`src/rtl/ffxkpipe_pkg.sv`:
```
// Shared types and helpers for the ffxkpipe reconfigurable delay pipeline.
package ffxkpipe_pkg;

    typedef enum logic [1:0] {
        ST_RUN   = 2'd0,
        ST_DRAIN = 2'd1,
        ST_LOAD  = 2'd2
    } state_e;

    function automatic int dly_w(input int maxk);
        return $clog2(maxk + 1);
    endfunction

    // Requested delays outside 1..maxk saturate to the nearest legal tap.
    function automatic int clamp_dly(input int d, input int maxk);
        if (d < 1) return 1;
        if (d > maxk) return maxk;
        return d;
    endfunction

endpackage

```
`src/rtl/ffxkpipe_stage.sv`:
```
// One pipeline stage: WIDTH-bit data plus a valid bit that can be cleared
// independently of the advance enable.
module ffxkpipe_stage #(
    parameter int WIDTH = 16
) (
    input  logic             clk,
    input  logic             rst,
    input  logic             en,
    input  logic             clr,
    input  logic [WIDTH-1:0] d_dat,
    input  logic             d_vld,
    output logic [WIDTH-1:0] q_dat,
    output logic             q_vld
);

    logic [WIDTH-1:0] dat_q, dat_d;
    logic             vld_q, vld_d;

    always_comb begin
        dat_d = dat_q;
        vld_d = vld_q;
        if (en) begin
            dat_d = d_dat;
            vld_d = d_vld;
        end
        if (clr) vld_d = 1'b0;
    end

    always_ff @(posedge clk or posedge rst) begin
        if (rst) begin
            dat_q <= '0;
            vld_q <= 1'b0;
        end else begin
            dat_q <= dat_d;
            vld_q <= vld_d;
        end
    end

    assign q_dat = dat_q;
    assign q_vld = vld_q;

endmodule

```
`src/rtl/ffxkpipe.sv`:
```
// Runtime-reconfigurable delay pipeline with valid tracking, stall, flush and
// a drain-then-load handshake for changing the active tap.
module ffxkpipe
    import ffxkpipe_pkg::*;
#(
    parameter int WIDTH   = 16,
    parameter int MAXK    = 8,
    parameter int DEF_DLY = 3
) (
    input  logic                       clk,
    input  logic                       rst,
    input  logic                       en,
    input  logic                       flush,
    input  logic                       ivld,
    input  logic [WIDTH-1:0]           idat,
    output logic                       irdy,
    output logic [WIDTH-1:0]           odat,
    output logic                       ovld,
    input  logic                       cfg_req,
    input  logic [dly_w(MAXK)-1:0]     cfg_dly,
    output logic                       cfg_ack,
    output logic [dly_w(MAXK)-1:0]     dly,
    output logic [dly_w(MAXK)-1:0]     cnt
);

    localparam int DW = dly_w(MAXK);

    state_e                    state_q;
    logic [DW-1:0]             dly_q;
    logic                      cfg_ack_q;
    logic [DW-1:0]             cnt_q, cnt_d;
    logic [MAXK-1:0][WIDTH-1:0] s_dat;
    logic [MAXK-1:0]           s_vld;
    logic                      acc;
    logic                      v_clr;

    assign irdy  = (state_q == ST_RUN);
    assign acc   = ivld & irdy;
    // LOAD wipes every valid so nothing from the old geometry leaks out.
    assign v_clr = flush | (state_q == ST_LOAD);

    for (genvar gi = 0; gi < MAXK; gi++) begin : g_stg
        logic [WIDTH-1:0] d_dat;
        logic             d_vld;
        if (gi == 0) begin : g_head
            assign d_dat = idat;
            assign d_vld = acc;
        end else begin : g_body
            assign d_dat = s_dat[gi-1];
            assign d_vld = s_vld[gi-1];
        end
        ffxkpipe_stage #(.WIDTH(WIDTH)) u_stg (
            .clk   (clk),
            .rst   (rst),
            .en    (en),
            .clr   (v_clr),
            .d_dat (d_dat),
            .d_vld (d_vld),
            .q_dat (s_dat[gi]),
            .q_vld (s_vld[gi])
        );
    end

    always_comb begin
        odat = '0;
        ovld = 1'b0;
        for (int i = 0; i < MAXK; i++) begin
            if (dly_q == DW'(i + 1)) begin
                odat = s_dat[i];
                ovld = s_vld[i];
            end
        end
    end

    // Occupancy of the active window only; stages past the tap are ignored.
    always_comb begin
        cnt_d = cnt_q;
        if (v_clr) begin
            cnt_d = '0;
        end else if (en) begin
            if (acc && !ovld)      cnt_d = cnt_q + DW'(1);
            else if (!acc && ovld) cnt_d = cnt_q - DW'(1);
        end
    end

    always_ff @(posedge clk or posedge rst) begin
        if (rst) cnt_q <= '0;
        else     cnt_q <= cnt_d;
    end

    always_ff @(posedge clk or posedge rst) begin
        if (rst) begin
            state_q   <= ST_RUN;
            dly_q     <= DW'(DEF_DLY);
            cfg_ack_q <= 1'b0;
        end else begin
            cfg_ack_q <= 1'b0;
            case (state_q)
                ST_RUN: begin
                    if (en && cfg_req) state_q <= ST_DRAIN;
                end
                // Exit does not wait on en, so a flushed pipe leaves promptly.
                ST_DRAIN: begin
                    if (cnt_q == '0) begin
                        state_q   <= ST_LOAD;
                        cfg_ack_q <= 1'b1;
                    end
                end
                ST_LOAD: begin
                    dly_q   <= DW'(clamp_dly(int'(cfg_dly), MAXK));
                    state_q <= ST_RUN;
                end
                default: state_q <= ST_RUN;
            endcase
        end
    end

    assign cfg_ack = cfg_ack_q;
    assign dly     = dly_q;
    assign cnt     = cnt_q;

endmodule

```
`config.mk`:
```
export PLATFORM = sky130hd
export DESIGN_NAME = ffxkpipe
export DESIGN_NICKNAME = d
export VERILOG_FILES = /design/src/rtl/ffxkpipe_pkg.sv /design/src/rtl/ffxkpipe_stage.sv /design/src/rtl/ffxkpipe.sv
export SDC_FILE = /design/constraint.sdc
export NUM_CORES = 1
export LEC_CHECK = 0
export ABC_AREA = 1
export CAP_MARGIN = 25
export CORE_MARGIN = 3
export CORE_UTILIZATION = 30
export DETAILED_ROUTE_END_ITERATION = 12
export GPL_TIMING_DRIVEN = 0
export PLACE_DENSITY = 0.59
export SLEW_MARGIN = 30
export SYNTH_ARGS = -nofsm -noshare
export SYNTH_HDL_FRONTEND = slang
export SYNTH_SLANG_ARGS = --single-unit
```
`constraint.sdc`:
```
create_clock -name clk -period 6.9 [get_ports clk]
set_input_delay 2.07 -clock clk [delete_from_list [all_inputs] [get_ports clk]]
set_output_delay 2.07 -clock clk [all_outputs]
set_load 0.01 [all_outputs]
```
# After elaboration in Yosys (flattened, before gate mapping)
# Cells that the tools add are included.
# word_totals
romBits,0
n_memories,0
latch_bits,0
inputBits,26
ram_bits,0
output_inout_bits,27
reg_bits,147
# op_classes
add_sub_neg,2
div_mod_pow,0
n_mux,50
eq_ne,12
multipliers,0
n_lt_le_gt_ge,2
shift,0
bitwise,2
reduce_logical,11
# ops
operator,n
$mux 16,8
$mux 1,32
$mux 4,7
$eq 4x3->1 const B,4
$eq 4x2->1 const B,2
$add 4x1->4 const B,1
$eq 4x1->1 const B,1
$eq 4x4->1 const B,1
$gt 4x4->1 const B,1
$logic_not 4->1,1
$lt 4x1->1 const B,1
$mux 2,2
$pmux 2 s2,1
$reduce_and 2->1,2
$sub 4x1->4 const B,1
$logic_and 1x1->1,3
$reduce_bool 3->1,1
$eq 2x1->1 const B,1
$eq 2x2->1 const B,1
$logic_not 1->1,2
$logic_not 2->1,1
$ne 2x1->1 const B,1
$ne 2x2->1 const B,1
$reduce_bool 2->1,1
other kinds (2),2

# Depth between registers and ports, before layout
# depth
word_depth,14
ltp_mapped,14
ltp_nobuf,14

# Modules after synthesis
# From an unflattened synthesis, not the netlist that was laid out.
# hier_totals
cells_unflattened,879
area_unflattened_um2,6996.7
# modules_own_cells
mod,seq_area_each_um2,instances,cells_per_inst,area_per_inst_um2
ffxkpipe_stage,425.4,8,74,669.4
ffxkpipe,277.8,1,287,1641.6

# Least setup slack after synthesis
# OpenSTA, ideal clock, no wires.
# synth_timing
path_kind,reg-to-output
start,"reg dly_q[1], in the netlist dly[1]"
end,out odat[10]
required_ns,4.830
path_buffers,1
t_arrival_ns,1.351
stages_incl_launch_ff,6
setup_slack_ns,3.479
path_cell_list,dfstp_2 -> inv_2 -> nor3_4 -> buf_6 -> nand2_1 -> nand4_1
# synth_between
elab_chain_len,9
elab_cells_between_ends,16
cone_classes,eq/ne (8); mux (8)
# synth_lines
item,line_no,rtl
start: declaration,ffxkpipe.sv:29,logic [DW-1:0] dly_q;
start signal: assignment,ffxkpipe.sv:94,dly_q <= DW'(DEF_DLY);
start signal: assignment,ffxkpipe.sv:110,"dly_q <= DW'(clamp_dly(int'(cfg_dly), MAXK));"
$eq 4x1->1,ffxkpipe.sv:68,if (dly_q == DW'(i + 1)) begin
$mux 16 (7 in a row),ffxkpipe.sv:68,
$mux 16 (*),ffxkpipe.sv:68,
end: declaration,ffxkpipe.sv:17,"output logic [WIDTH-1:0] odat,"
# Mark *: on every way between the ends. The rest lies on a longest branch, timed or not.

# Final worst setup path
# layout_timing
start,"reg dly_q[3], in the netlist dly[3]"
end,out odat[3]
# Same word-level chain as after synthesis.

==> metrics.txt <==
first-pass GRT wire length 29600 um; met3 routed WL 914 um; Hold Vio Cnt, Final 0; critical path launch point dly[3]$_DFFE_PP0P_; Final Non-Filler Cells 1169; Final min period 4.75 ns; Layout fillers 2171; CP Class reg -> out; DRT met1 WL 8650 um; area of the mapped netlist 6680 sq um; final setup margin 2.15 ns; gr usage total 0.155; Area Overhead vs Synth 22.6%; count leader, synth nand2_1; syn nets 840; total grt overflow 0; RSZ-0062 raised after global routing false; synthesized instance count 810; Main synth FF type dfrtp_1; initial antenna violation count 0; First-pass DRT Iterations 5; post-CTS setup repair buffer count 0; num ports 53; H-tree depth 4; CP max stage cell clkdlybuf4s50_1; worst path cell trace nor2_1, clkbuf_1, nand3_1, nand3_1, nor3_1, nand4_1, clkdlybuf4s50_1; CTS tree built; setup violators final 0; Final #Nets 911; routed wl met2 8050 um; layout cell share with drive strength beyond 1 0.0749; I/O Buffers 51; Clock Path Buffers 2; final period utilization 0.689; synth top area cells dfrtp_1 (54%), nand2_1 (13%), o21ai_0 (8.8%); antenna-violating nets left 0; Place WS 2.60 ns; cts repair resizes 0; final core utilization 0.382; Hold Crit Start g_stg[3].u_stg.q_dat[7]$_DFFE_PP0P_; Starting Density 0.312; storage element area 3680 sq um; R2R Path Start dly[1]$_DFFE_PP1P_; Worst Path Required 4.83 ns; clock sink count 147; Die W 155 um; Pins Over Slew Limit 0; multi-input logic area 2450 sq um; initial drt markers 399; outcome completed; Seq/Total Area, Yosys 0.551; drt via density 4.81; Post-synth ARST share 1.00; Worst-path clk slew 0.06 ns; max incr delay on CP 0.56 ns; worst vdd ir 0.000164 V; clk_lat worst skew 0.43 ns; Setup crit end kind output port; CP most frequent cell nand3_1; fmax 0.210 GHz; worst min path class reg -> reg; number of synthesized register bits 147; post-detail-place hpwl 12600 um; Post-synth EDFFs 0; hold slack 0.479 ns; Synth top cells by count nand2_1 (224), dfrtp_1 (145), o21ai_0 (117); Via Count 5623; Max Clock Skew 0.00525 ns; maximum capacitance violations 0; routed length per instance 15.3 um; Max transition margin 0.494; CP arrival 2.68 ns; post-synth top area share 0.543; die area 24100 sq um; CTS root buffer clkbuf_16; Avg Inst Size Synth 8.25 sq um; largest net degree at the start of global routing 79; PwrDens 341 nW/um^2; CTS hold repair buffers 0; worst-path fanout max 10; Residual DRC 0; Slew @ Worst Pin 0.759 ns; cell taking the most area after synthesis dfrtp_1; Die Ht 155 um; row cnt 53; Ys Warns 0; Num CTS Buffers 17; Worst Path Buf+Inv 2; Top Family by Delay on Critical Path buffers and inverters; type of origin of the critical path flip-flop; Pwr Total 2.79 mW; core area 21400 sq um; vias in the first global route 5478; Netlist cell types 29; GP Congestion 0.833; final WL 17900 um; Diodes inserted 0; leakage 3.71 nW; Top Layer Used met4; placed cells 1137
## metrics by stage
| step | setup TNS, ns | cell area [sq um] |
|---|---|---|
| floorplan | 0 | 6680 |
| global placement | -194.45 | 7530 |
| detailed placement | 0 | 7570 |
| CTS | 0 | 8190 |
| global route | 0 | 8190 |
| finish | 0 | 8190 |
## sequential cells by signal (all words and copies together) (netlist names)
signal and count:
cfg_ack 1, cnt 4, dly 4, g_stg.u_stg.q_dat 128
g_stg.u_stg.q_vld 8, state_q 2
## logic make-up after synthesis
group | share of synthesized area
AND/OR/NAND/NOR | 0.255
flip-flops | 0.551
AO/OA/AOI/OAI | 0.0991
buffers and inverters | 0.0820
adder cells (fa/ha/maj) | 0.00862
XOR/XNOR | 0.00393
## metal layers
layer	vias to the layer above	GRT usage
met1	2691	0.224
li1	2755	-
met2	153	0.233
met3	24	0.0337
met4	0	0.0492
met5	-	0
## cell type report
type / instances / share of cell area
Clock inverter: 10 / 0.0191
Tap cell: 275 / 0.0420
Multi-Input combinational cell: 533 / 0.299
Timing Repair Buffer: 52 / 0.0657
Inverter: 87 / 0.0408
Clock buffer: 22 / 0.0567
Sequential cell: 147 / 0.449
Buffer: 43 / 0.0270
## report_power, final
group          switching [mW]  total [mW]  internal (mW)
clock network           0.359       0.981          0.622
registers              0.0946        1.09          0.995
logic                   0.442       0.720          0.278
total                   0.895        2.79           1.89
## cells in the final DEF, fill, tap and decap left out, types with 2 or more instances in the layout
master,netlist,final
nor2_1,50,50
buf_4,3,3
nand2_1,224,224
ha_1,3,3
buf_2,15,15
o22ai_1,3,3
nand4_1,18,18
dfstp_2,2,2
nand3_1,76,76
clkbuf_8,0,2
a21oi_1,10,10
xnor2_1,2,2
dfrtp_1,145,145
inv_2,5,5
clkbuf_16,0,17
buf_6,4,4
clkbuf_1,17,20
o21ai_0,117,117
clkdlybuf4s50_1,0,51
clkinv_2,0,4
bufinv_16,0,4
nor2_4,2,2
inv_1,82,81
nor3_1,19,19
buf_1,4,4
## worst reg2reg max path: stages, from the launching register on
cell	delay, ns
dfstp_2	0.62
inv_2	0.10
nor3_4	0.51
nand2_1	0.15
nand4_1	0.13
nor2_1	0.05
ha_1	0.25
inv_1	0.09
ha_1	0.26
a21oi_1	0.13
nand2_1	0.07
xnor2_1	0.14
a21oi_1	0.08
## worst paths after layout
check	cells past startpoint	slack [ns]	end
max in group asynchronous	3	4.06	g_stg[1].u_stg.q_dat[1]$_DFFE_PP0P_
max	7	2.15	odat[3]
min reg2reg	2	0.48	g_stg[4].u_stg.q_dat[7]$_DFFE_PP0P_
min	2	0.48	g_stg[4].u_stg.q_dat[7]$_DFFE_PP0P_
min in group asynchronous	2	2.10	g_stg[6].u_stg.q_dat[13]$_DFFE_PP0P_
max reg2reg	12	4.20	cnt[3]$_DFFE_PP0P_
No activity file was read; power rests on OpenSTA's default activity.
